===== src/rtl/seg_pkg.sv =====
// Shared definitions for the two-digit scanned seven-segment display:
// FSM state encoding and active-low segment patterns {g,f,e,d,c,b,a}.
package seg_pkg;

  typedef enum logic [1:0] {
    ST_BLANK  = 2'd0,
    ST_LIVE   = 2'd1,
    ST_FROZEN = 2'd2
  } state_t;

  localparam logic [6:0] SEG_0     = 7'h40;
  localparam logic [6:0] SEG_1     = 7'h79;
  localparam logic [6:0] SEG_2     = 7'h24;
  localparam logic [6:0] SEG_3     = 7'h30;
  localparam logic [6:0] SEG_4     = 7'h19;
  localparam logic [6:0] SEG_5     = 7'h12;
  localparam logic [6:0] SEG_6     = 7'h02;
  localparam logic [6:0] SEG_7     = 7'h78;
  localparam logic [6:0] SEG_8     = 7'h00;
  localparam logic [6:0] SEG_9     = 7'h10;
  localparam logic [6:0] SEG_DASH  = 7'h3F;
  localparam logic [6:0] SEG_BLANK = 7'h7F;

  localparam logic [1:0] AN_OFF    = 2'b11;

  function automatic logic bcd_invalid(input logic [3:0] digit);
    return (digit > 4'd9);
  endfunction

endpackage


===== src/rtl/bcd7seg.sv =====
// Combinational BCD to active-low seven-segment decode; codes above 9 show a dash.
module bcd7seg
  import seg_pkg::*;
(
  input  logic [3:0] i_digit,
  output logic [6:0] o_seg
);

  // Pattern lookup for one digit.
  always_comb begin
    o_seg = SEG_DASH;
    case (i_digit)
      4'd0:    o_seg = SEG_0;
      4'd1:    o_seg = SEG_1;
      4'd2:    o_seg = SEG_2;
      4'd3:    o_seg = SEG_3;
      4'd4:    o_seg = SEG_4;
      4'd5:    o_seg = SEG_5;
      4'd6:    o_seg = SEG_6;
      4'd7:    o_seg = SEG_7;
      4'd8:    o_seg = SEG_8;
      4'd9:    o_seg = SEG_9;
      default: o_seg = SEG_DASH;
    endcase
  end

endmodule


===== src/rtl/seg_scan_latch.sv =====
// Latches a two-digit BCD value on load, freezes/unfreezes on a push-button,
// and time-multiplexes the digits onto a shared active-low segment bus.
module seg_scan_latch
  import seg_pkg::*;
#(
  parameter int REFRESH_DIV = 50000
) (
  input  logic       clk,
  input  logic       rst,
  input  logic [7:0] ones_in,
  input  logic [7:0] tens_in,
  input  logic       load,
  input  logic       hold_btn,
  output logic [6:0] seg,
  output logic [1:0] an,
  output logic       frozen,
  output logic       bcd_err
);

  localparam int CW = (REFRESH_DIV > 1) ? $clog2(REFRESH_DIV) : 1;
  localparam logic [CW-1:0] PRESC_MAX = CW'(REFRESH_DIV - 1);

  logic          r_sync1;
  logic          r_sync2;
  logic          r_hold_prev;
  logic          w_hold_rise;
  logic [CW-1:0] r_presc;
  logic          r_sel;
  logic          w_wrap;
  state_t        r_state;
  state_t        w_state_nxt;
  logic          w_latch;
  logic [3:0]    r_ones;
  logic [3:0]    r_tens;
  logic [3:0]    w_ones_nxt;
  logic [3:0]    w_tens_nxt;
  logic [3:0]    w_digit;
  logic [6:0]    w_seg_dec;
  logic [6:0]    w_seg_nxt;
  logic [1:0]    w_an_nxt;
  logic [6:0]    r_seg;
  logic [1:0]    r_an;
  logic          r_frozen;
  logic          r_bcd_err;
  logic          w_unused_bits;

  assign w_unused_bits = ^{ones_in[7:4], tens_in[7:4]};

  // Two-flop synchronizer plus one edge-detect flop for the button.
  always_ff @(posedge clk or negedge rst) begin
    if (!rst) begin
      r_sync1     <= 1'b0;
      r_sync2     <= 1'b0;
      r_hold_prev <= 1'b0;
    end else begin
      r_sync1     <= hold_btn;
      r_sync2     <= r_sync1;
      r_hold_prev <= r_sync2;
    end
  end

  assign w_hold_rise = r_sync2 & ~r_hold_prev;
  assign w_wrap      = (r_presc == PRESC_MAX);

  // Free-running scan prescaler and digit select, independent of FSM state.
  always_ff @(posedge clk or negedge rst) begin
    if (!rst) begin
      r_presc <= '0;
      r_sel   <= 1'b0;
    end else if (w_wrap) begin
      r_presc <= '0;
      r_sel   <= ~r_sel;
    end else begin
      r_presc <= r_presc + CW'(1);
      r_sel   <= r_sel;
    end
  end

  // Next-state logic; a load in FROZEN is dropped even when it coincides with the unfreeze.
  always_comb begin
    w_state_nxt = r_state;
    w_latch     = 1'b0;
    case (r_state)
      ST_BLANK: begin
        if (load) begin
          w_state_nxt = ST_LIVE;
          w_latch     = 1'b1;
        end else begin
          w_state_nxt = ST_BLANK;
        end
      end
      ST_LIVE: begin
        w_latch = load;
        if (w_hold_rise) begin
          w_state_nxt = ST_FROZEN;
        end else begin
          w_state_nxt = ST_LIVE;
        end
      end
      ST_FROZEN: begin
        if (w_hold_rise) begin
          w_state_nxt = ST_LIVE;
        end else begin
          w_state_nxt = ST_FROZEN;
        end
      end
      default: begin
        w_state_nxt = ST_BLANK;
      end
    endcase
  end

  // Digit latch selection.
  always_comb begin
    w_ones_nxt = r_ones;
    w_tens_nxt = r_tens;
    if (w_latch) begin
      w_ones_nxt = ones_in[3:0];
      w_tens_nxt = tens_in[3:0];
    end else begin
      w_ones_nxt = r_ones;
      w_tens_nxt = r_tens;
    end
  end

  assign w_digit = r_sel ? r_tens : r_ones;

  bcd7seg u_bcd7seg (
    .i_digit (w_digit),
    .o_seg   (w_seg_dec)
  );

  // Display drive; tens anode stays off for a leading zero.
  always_comb begin
    w_seg_nxt = SEG_BLANK;
    w_an_nxt  = AN_OFF;
    if (r_state == ST_BLANK) begin
      w_seg_nxt = SEG_BLANK;
      w_an_nxt  = AN_OFF;
    end else begin
      w_seg_nxt = w_seg_dec;
      if (!r_sel) begin
        w_an_nxt = 2'b10;
      end else if (r_tens == 4'd0) begin
        w_an_nxt = AN_OFF;
      end else begin
        w_an_nxt = 2'b01;
      end
    end
  end

  // State, latched digits and registered outputs.
  always_ff @(posedge clk or negedge rst) begin
    if (!rst) begin
      r_state   <= ST_BLANK;
      r_ones    <= 4'd0;
      r_tens    <= 4'd0;
      r_seg     <= SEG_BLANK;
      r_an      <= AN_OFF;
      r_frozen  <= 1'b0;
      r_bcd_err <= 1'b0;
    end else begin
      r_state   <= w_state_nxt;
      r_ones    <= w_ones_nxt;
      r_tens    <= w_tens_nxt;
      r_seg     <= w_seg_nxt;
      r_an      <= w_an_nxt;
      r_frozen  <= (w_state_nxt == ST_FROZEN);
      r_bcd_err <= bcd_invalid(w_ones_nxt) | bcd_invalid(w_tens_nxt);
    end
  end

  assign seg     = r_seg;
  assign an      = r_an;
  assign frozen  = r_frozen;
  assign bcd_err = r_bcd_err;

endmodule

===== config.mk =====
export PLATFORM = sky130hd
export DESIGN_NAME = seg_scan_latch
export DESIGN_NICKNAME = d
export VERILOG_FILES = /design/src/rtl/seg_pkg.sv /design/src/rtl/bcd7seg.sv /design/src/rtl/seg_scan_latch.sv
export SDC_FILE = /design/constraint.sdc
export NUM_CORES = 1
export LEC_CHECK = 0
export CAP_MARGIN = 25
export CORE_MARGIN = 5
export CORE_UTILIZATION = 25
export CTS_CLUSTER_SIZE = 14
export DETAILED_ROUTE_END_ITERATION = 6
export HOLD_SLACK_MARGIN = 0.1
export PLACE_DENSITY = 0.56
export SETUP_SLACK_MARGIN = 0.4
export SYNTH_ARGS = -nofsm -noshare
export SYNTH_HDL_FRONTEND = slang
export SYNTH_SLANG_ARGS = --single-unit

===== constraint.sdc =====
create_clock -name clk -period 3.2 [get_ports clk]
set_input_delay 0.96 -clock clk [delete_from_list [all_inputs] [get_ports clk]]
set_output_delay 0.96 -clock clk [all_outputs]
set_load 0.02 [all_outputs]

; Word level (Yosys, flattened, before mapping)
; Memory sizes are Yosys's and may differ from the RTL's.
; Index checks and enable logic that the tools add are counted.
[totals]
ff_bits = 41
latchBits = 0
ramBits = 0
rom_bits = 112
input_bits = 20
output_inout_bits = 11
elab_cells = 40
n_memories = 1
[classes]
add_sub_neg = 1
n_mul = 0
div = 0
order_cmp = 2
n_eq_ne = 4
n_shift = 0
muxes = 14
bitwise = 4
reduce_logical = 2
[mem_list]
columns = memory, depth, width, read_ports, rd_ports_with_merged_regs, wr, line
row1 = (no name shown), 16, 7, 1, 0, 0, bcd7seg.sv:12  ; case (i_digit)
[ops]
columns = op, n
row1 = adder 16 x 1 -> 16 bit (second input constant), 1
row2 = == test 16 bit (second input constant), 1
row3 = 2-to-1 mux 16 bit, 1
row4 = 2-to-1 mux 4 bit, 3
row5 = 2-to-1 mux 2 bit, 5
row6 = greater-than comparator 4 bit (second input constant), 2
row7 = 2-to-1 mux 7 bit, 1
row8 = case mux 2 bit (3 select lines), 1
row9 = == test 2 bit (second input constant), 2
row10 = zero test 4 bit, 1
row11 = == test 2 x 1 -> 1 bit (second input constant), 1
row12 = zero test 2 bit, 1
row13 = 2-to-1 mux 1 bit, 2
row14 = inverter 1 bit, 2
row15 = case mux 1 bit (2 select lines), 1
row16 = bitwise AND 1 bit, 1
row17 = OR 1 bit, 1

; Logic depth before layout (Yosys ltp)
; Gate-level depths: netlist (run 1).
[depth]
word_depth = 5
mapped_depth = 8
depth_no_buf = 7

; Hierarchy
; A second synthesis (run 1) with hierarchy kept.
[hier_totals]
hier_cells = 165
hier_area_um2 = 1956.9
[by_module_without_submodules]
columns = module, n_inst, cells_per_inst, area_per_inst_um2, seq_area_each_um2
row1 = seg_scan_latch, 1, 134, 1716.6, 1037.2
row2 = bcd7seg, 1, 31, 240.2, 0.0

; Least setup slack after synthesis (run 1)
; OpenSTA, ideal clock, no wires.
[synth_path]
path_type = in2reg
startpoint = in load
endpoint = reg r_bcd_err, in the netlist bcd_err
setup_ns = 0.120
arrival_time_ns = 1.648
required_time_ns = 3.080
slack_ns = 1.431
stages = 5
n_path_buf = 1
path_cell_list = nand2b_1 > buf_6 > mux2_2 > o21ai_1 > nand2_1
[synth_between]
elab_chain_len = 5
word_cells_on_any_way = 7
cone_classes = 2 x order compare / 4 x mux / 1 x bitwise
[synth_lines]
columns = element, line
row1 = "start, declared", seg_scan_latch.sv:12  ; input logic load,
row2 = 2-to-1 mux 1 bit, seg_scan_latch.sv:85  ; if (load) begin
row3 = case mux 1 bit (2 select lines) (*), seg_scan_latch.sv:83  ; case (r_state)
row4 = 2-to-1 mux 4 bit (*), seg_scan_latch.sv:117  ; if (w_latch) begin
row5 = via w_ones_nxt[2], seg_scan_latch.sv:35  ; logic [3:0] w_ones_nxt;
row6 = greater-than comparator 4 bit (*), seg_pkg.sv:27  ; return (digit > 4'd9);
row7 = OR 1 bit (*), seg_scan_latch.sv:169  ; r_bcd_err <= bcd_invalid(w_ones_nxt) | bcd_invalid(w_tens_nxt);
row8 = "end signal, assigned", seg_scan_latch.sv:169
row9 = "end, declared", seg_scan_latch.sv:44  ; logic r_bcd_err;
; The timed path passes the listed nets; every way through them passes the cells marked *.
; A chain may end at the register's enable or synchronous reset.

; Final worst setup path (run 1)
[layout_path]
startpoint = reg r_an[1], in the netlist an[1]
endpoint = out an[1]
[layout_rtl]
columns = element, line
row1 = "start, declared", seg_scan_latch.sv:42  ; logic [1:0] r_an;
row2 = "start signal, assigned", seg_scan_latch.sv:167  ; r_an <= w_an_nxt;
row3 = "end, declared", seg_scan_latch.sv:15  ; output logic [1:0] an,
; No word-level cell between the ends.

==> results.yml, run 1 <==
outcome:
  status: "complete, no violations"
sta:
  fmax_mhz: 423.1
  setup_viol: 0
  fin_setup_tns_ps: 0
  final.period_utilization: 0.7385
  finalCriticalPeriod_ps: 2363
  relSlewSlack: 0.4040
  finalMaxSlewViolations: 0
  grt_setup_unrepaired: "no"
  hold_viol: 0
  worstMarginPinSlew_ps: 894.0
  clock_skew_ps: 7.822
worst_setup_path:
  required_ps: 2240
  crit_chain: "clkdlybuf4s50_1"
  slowest_delay_ps: 590
  rr_startpoint: "r_sel"
  crit_family: "buffers and inverters"
  crit_type: "flop to primary output"
  arrival_ps: 1400
  cp_max_fo: 1
  slowest_stage: "clkdlybuf4s50_1"
  r2r_cells: 7
  critPathBufInv: 1
  startpoint_type: "flop"
  r2r-end: "seg[4]"
  endpoint_kind: "primary output"
  r2r_slack_ps: 1400
drt:
  postRouteAntennaNets: 0
  vias_per_cell: 4.256
  num_vias: 1196
  wirelength_mm: 3.395
  drc_errors: 0
  avgRoutedWirePerCell_um: 12.08
  drtPass1Iterations: 4
  drtIter0Drc: 54
worst_hold_path:
  hold-path-endpoint: "r_sync2"
  hold_class: "flop to flop"
  hold_path.startpoint: "r_sync1"
  hold_depth: 0
die:
  die_x_um: 96.85
  io_pins: 31
  die_h_um: 96.85
  core_area_um2: 7292
  die_area_um2: 9379
  rows: 31
  initial_core_util: 0.2586
final_layout:
  drive_gt1_frac: 0.1868
  n_antenna_cell: 0
  fin_nets: 207
  design_area_um2: 2317
  final_util: 0.3178
  final_cell_mix: "dfrtp_1 (32), clkdlybuf4s50_1 (21), nor2_1 (10), dfstp_2 (9), nand2_1 (8)"
  final_common_cell: "dfrtp_1"
  area_delta_synth_final_pct: 22.89
power_and_ir_drop:
  power_mw: 1.580
  ir_drop_v: 0.0001974
  leakagePower_nw: 0.9549
  p_per_area_nw_per_um2: 681.6
place:
  place_congestion: 0.7196
  placed_area_um2: 2197
  io_buffers: 22
  dp_hpwl_mm: 2.420
clocking:
  root_buffer: "clkbuf_8"
  cts_setup_buffers: 0
  post_cts_resized: 0
  clock_sinks: 41
  cts_made_buffers: 5
  htreeDepth: 2
  hold_buffers: 0
  clock_latency_ps: 290
  cts_tree: "built"
  clk_pin_slew_ps: 80
  clk_path_buf_depth: 2
job:
  drv_cap: 0
global_route:
  gr-total-overflow: 0
  grtUsageTotal: 0.07751
  grt_pass1_vias: 1257
  grt_max_degree: 42
  antenna_found_initial: 0
  grt_first_pass_wirelength_mm: 5.989
synth:
  synthArstFlopShare: 1.000
  synthDistinctLibCells: 38
  ys_ff_latch: 41
  netlist_top_cells_area: "dfrtp_1 (42%), dfstp_2 (13%), ha_1 (4.0%), mux2i_1 (3.7%), mux2_2 (3.6%)"
  mappedNetlistArea_um2: 1886
  synth_fp_nets: 181
  synth_largest_area_cell: "dfrtp_1"
  synth_edf_count: 0
  synth_top_area_frac: 0.4247
  ys.flop_type: "dfrtp_1"
  yosysSeqAreaShare: 0.5501
  syn_inst: 155
  synth_warnings: 0
  avgSynthCellArea_um2: 12.16
-- where the power goes --
group	total (mW)	switching [mW]	internal, mW
clock network	0.436	0.182	0.254
logic	0.446	0.227	0.219
registers	0.698	0.0525	0.645
-- worst reg2reg max path: stages (launching register included) --
cell and delay (ps):
dfrtp_1 550, mux2i_1 500, inv_1 130, ha_1 230
inv_1 40, or2_0 120, mux2i_1 70, o21ai_1 80
-- per-stage QoR --
step | cells | hold WS (ps) | worst slack, ps
after floorplan | 155 | 331.2 | 1431
after CTS | 281 | 385.9 | 814.6
after global placement | 273 | 357.6 | 701.6
final | 281 | 372.2 | 836.8
after detailed placement | 273 | 366.2 | 705.2
after global routing | 281 | 403.2 | 803.3
-- sequential cells by signal, indices dropped and copies added, names as in the netlist --
register,count
an,2
bcd_err,1
frozen,1
r_hold_prev,1
r_ones,4
r_presc,16
r_sel,1
r_state,2
r_sync1,1
r_sync2,1
r_tens,4
seg,7
-- how the worst max path moves through the flow --
stage	to	startpoint	cells after the start	slack [ps]
after detailed placement	bcd_err	load	5	710
after CTS	an[1]	an[1]	1	810
final	an[1]	an[1]	1	840
after global routing	seg[5]	seg[5]	1	800
after floorplan	bcd_err	load	5	1430
after global placement	bcd_err	load	5	700
-- cell families (layout without fill, tap and decap cells) --
group,after synthesis,after routing,share of synthesized area
simple gates,49,49,0.1560
flops,41,41,0.5501
compound gates,20,20,0.06104
mux,17,17,0.1088
xor+xnor,12,12,0.05574
buf+inv,10,37,0.02853
fa+ha+maj,6,6,0.03981
-- synthesized netlist by cell type (2+ instances only) --
cell type,instances
xnor2_1,5
nor4b_2,2
and4_1,5
inv_1,7
o21ai_1,7
xor2_1,7
dfstp_2,9
mux2i_1,7
a21boi_0,2
dfrtp_1,32
ha_1,6
nor2_1,10
nand3b_1,2
mux2_4,3
nand3_1,7
o21ai_0,5
mux2_2,6
nand2_1,8
buf_6,2
o22ai_1,2
a21oi_1,2
nand4_1,3
-- layer usage --
metal	vias up	GRT usage	part of all wire	wire length (µm)
met5	-	0	0	0
met2	21	0.1141	0.45	1541
met4	0	0.03780	0.011	38
met3	4	0.02590	0.044	149
met1	579	0.1014	0.49	1664
li1	592	-	-	-
-- area by class of cell --
type	count	area, µm²
Multi-Input combinational cell	104	794.5
Clock inverter	2	37.54
Tap cell	99	123.9
Clock buffer	6	82.58
Sequential cell	41	1037
Timing Repair Buffer	22	215.2
Inverter	7	26.28
Fill cell	774	4975
No activity file was read; power rests on OpenSTA's default activity.
==> run 2: changes to the inputs <==
- PLACE_DENSITY: 0.56 -> 0.57
- clock period: 3.2 -> 2.09 ns (I/O delays scaled with it)
==> run 2 against run 1 <==
Clock skew shrank 3.0 ps. Sequential power is 53% higher. Combinational power is 38% higher. Total power up 38%.
==> results.yml, run 2 (same netlist as run 1, synthesis figures left out) <==
outcome:
  status: "complete, no violations"
clocking:
  cts_made_buffers: 5
  clk_path_buf_depth: 2
  htreeDepth: 2
  clock_sinks: 41
  root_buffer: "clkbuf_8"
  clk_pin_slew_ps: 70
  cts_tree: "built"
  clock_latency_ps: 290
die:
  die_area_um2: 9379
  die_x_um: 96.85
  io_pins: 31
  core_area_um2: 7292
  rows: 31
  die_h_um: 96.85
  initial_core_util: 0.2586
final_layout:
  final_common_cell: "dfrtp_1"
  fin_nets: 214
  design_area_um2: 2293
  final_cell_mix: "dfrtp_1 (32), nor2_1 (10), clkdlybuf4s50_1 (10), dfstp_2 (9), buf_2 (9)"
  regMostFlops: "r_presc"
  area_delta_synth_final_pct: 21.63
  drive_gt1_frac: 0.2593
  largest_register_ffs: 16
  n_antenna_cell: 0
drt:
  drtIter0Drc: 22
  num_vias: 1191
  avgRoutedWirePerCell_um: 11.04
  wirelength_mm: 3.180
  vias_per_cell: 4.135
  wl_met1_mm: 1.738
  wl_met2_mm: 1.241
  postRouteAntennaNets: 0
  maxUsedRoutingLayer: "met4"
  met3WireLength_um: 157
  drtPass1Iterations: 4
  drc_errors: 0
sta:
  fmax_mhz: 611.7
  whs_ps: 217.2
  clock_skew_ps: 4.797
  worstMarginPinSlew_ps: 351.4
  relSlewSlack: 0.7607
  finalCriticalPeriod_ps: 1635
  finalMaxSlewViolations: 0
  setup_viol: 0
  hold_viol: 0
  final.period_utilization: 0.7822
  grt_setup_unrepaired: "no"
  finalWorstSetupSlack_ps: 455.3
worst_setup_path:
  crit_chain: "clkdlybuf4s50_1 -> nand2b_4 -> mux2_4 -> o21ai_1 -> nand2_1"
  slowest_delay_ps: 540
  slowest_stage: "clkdlybuf4s50_1"
  critPathBufInv: 1
  cp_max_fo: 7
  required_ps: 2270
  crit_type: "input pin to flop"
  crit_family: "buffers and inverters"
  startpoint_type: "input pin"
  arrival_ps: 1820
  endpoint_kind: "flop"
place:
  place_congestion: 0.7308
  dpl_worst_slack_ps: -20.41
  io_buffers: 22
  placed_area_um2: 2235
  dp_hpwl_mm: 2.389
global_route:
  antenna_found_initial: 0
  grt_pass1_vias: 1159
  grtUsageTotal: 0.07378
  grt_max_degree: 17
  gr-total-overflow: 0
  grt_first_pass_wirelength_mm: 5.664
worst_hold_path:
  hold_class: "input pin to asynchronous set/reset pin"
power_and_ir_drop:
  leakagePower_nw: 0.9731
  p_per_area_nw_per_um2: 949.4
  ir_drop_v: 0.0002909
job:
  drv_cap: 0
==> run 2: report_power, final <==
group	switching [mW]	internal, mW
registers	0.0786	0.988
logic	0.342	0.274
clock network	0.257	0.237
==> run 2: stage by stage <==
| stage | TNS (ps) | cells | total power [mW] | utilization |
|---|---|---|---|---|
| final | 0 | 288 | 2.177 | 0.3145 |
| after global routing | 0 | 288 | 2.341 | 0.3145 |
| after CTS | 0 | 286 | 2.217 | 0.3126 |
| after detailed placement | -20.41 | 278 | 1.791 | 0.3065 |
| after global placement | -36.75 | 278 | 1.789 | 0.3065 |
| after floorplan | 0 | 155 | 1.505 | - |
==> run 2: what timing repair did <==
action                     4_1_cts  5_1_grt
hold buffers                     0        0
gates cloned                     0        0
setup buffers                    0        2
hold endpoints to repair         0        0
setup endpoints to repair       14        5
pin swaps                        0        1
gates resized for setup         35        5
==> run 2: layout make-up <==
| type | instances | area (µm²) |
|---|---|---|
| repair buffers | 29 | 220.2 |
| inverters | 7 | 26.28 |
| clock buffers | 8 | 80.08 |
| multi-input cells | 104 | 805.8 |
| well taps | 99 | 123.9 |
| flip-flops and latches | 41 | 1037 |
| fillers | 770 | 4999 |
==> run 2: path summary, 6_finish.rpt <==
kind / from / endpoint / slack (ps) / cells after the start
max: load / bcd_err / 460 / 5
min: rst / r_tens[0] / 220 / 1
max reg2reg: r_sel / seg[1] / 550 / 5
min reg2reg: r_sync1 / r_sync2 / 350 / 0
max in group asynchronous: rst / an[0] / 1290 / 2
min in group clk: r_sync1 / r_sync2 / 350 / 0
==> run 2: per-layer routing <==
metal	up-vias	GRT usage
li1	606	-
met1	555	0.1082
met2	26	0.09501
met3	4	0.02878
met4	0	0.02916
met5	-	0
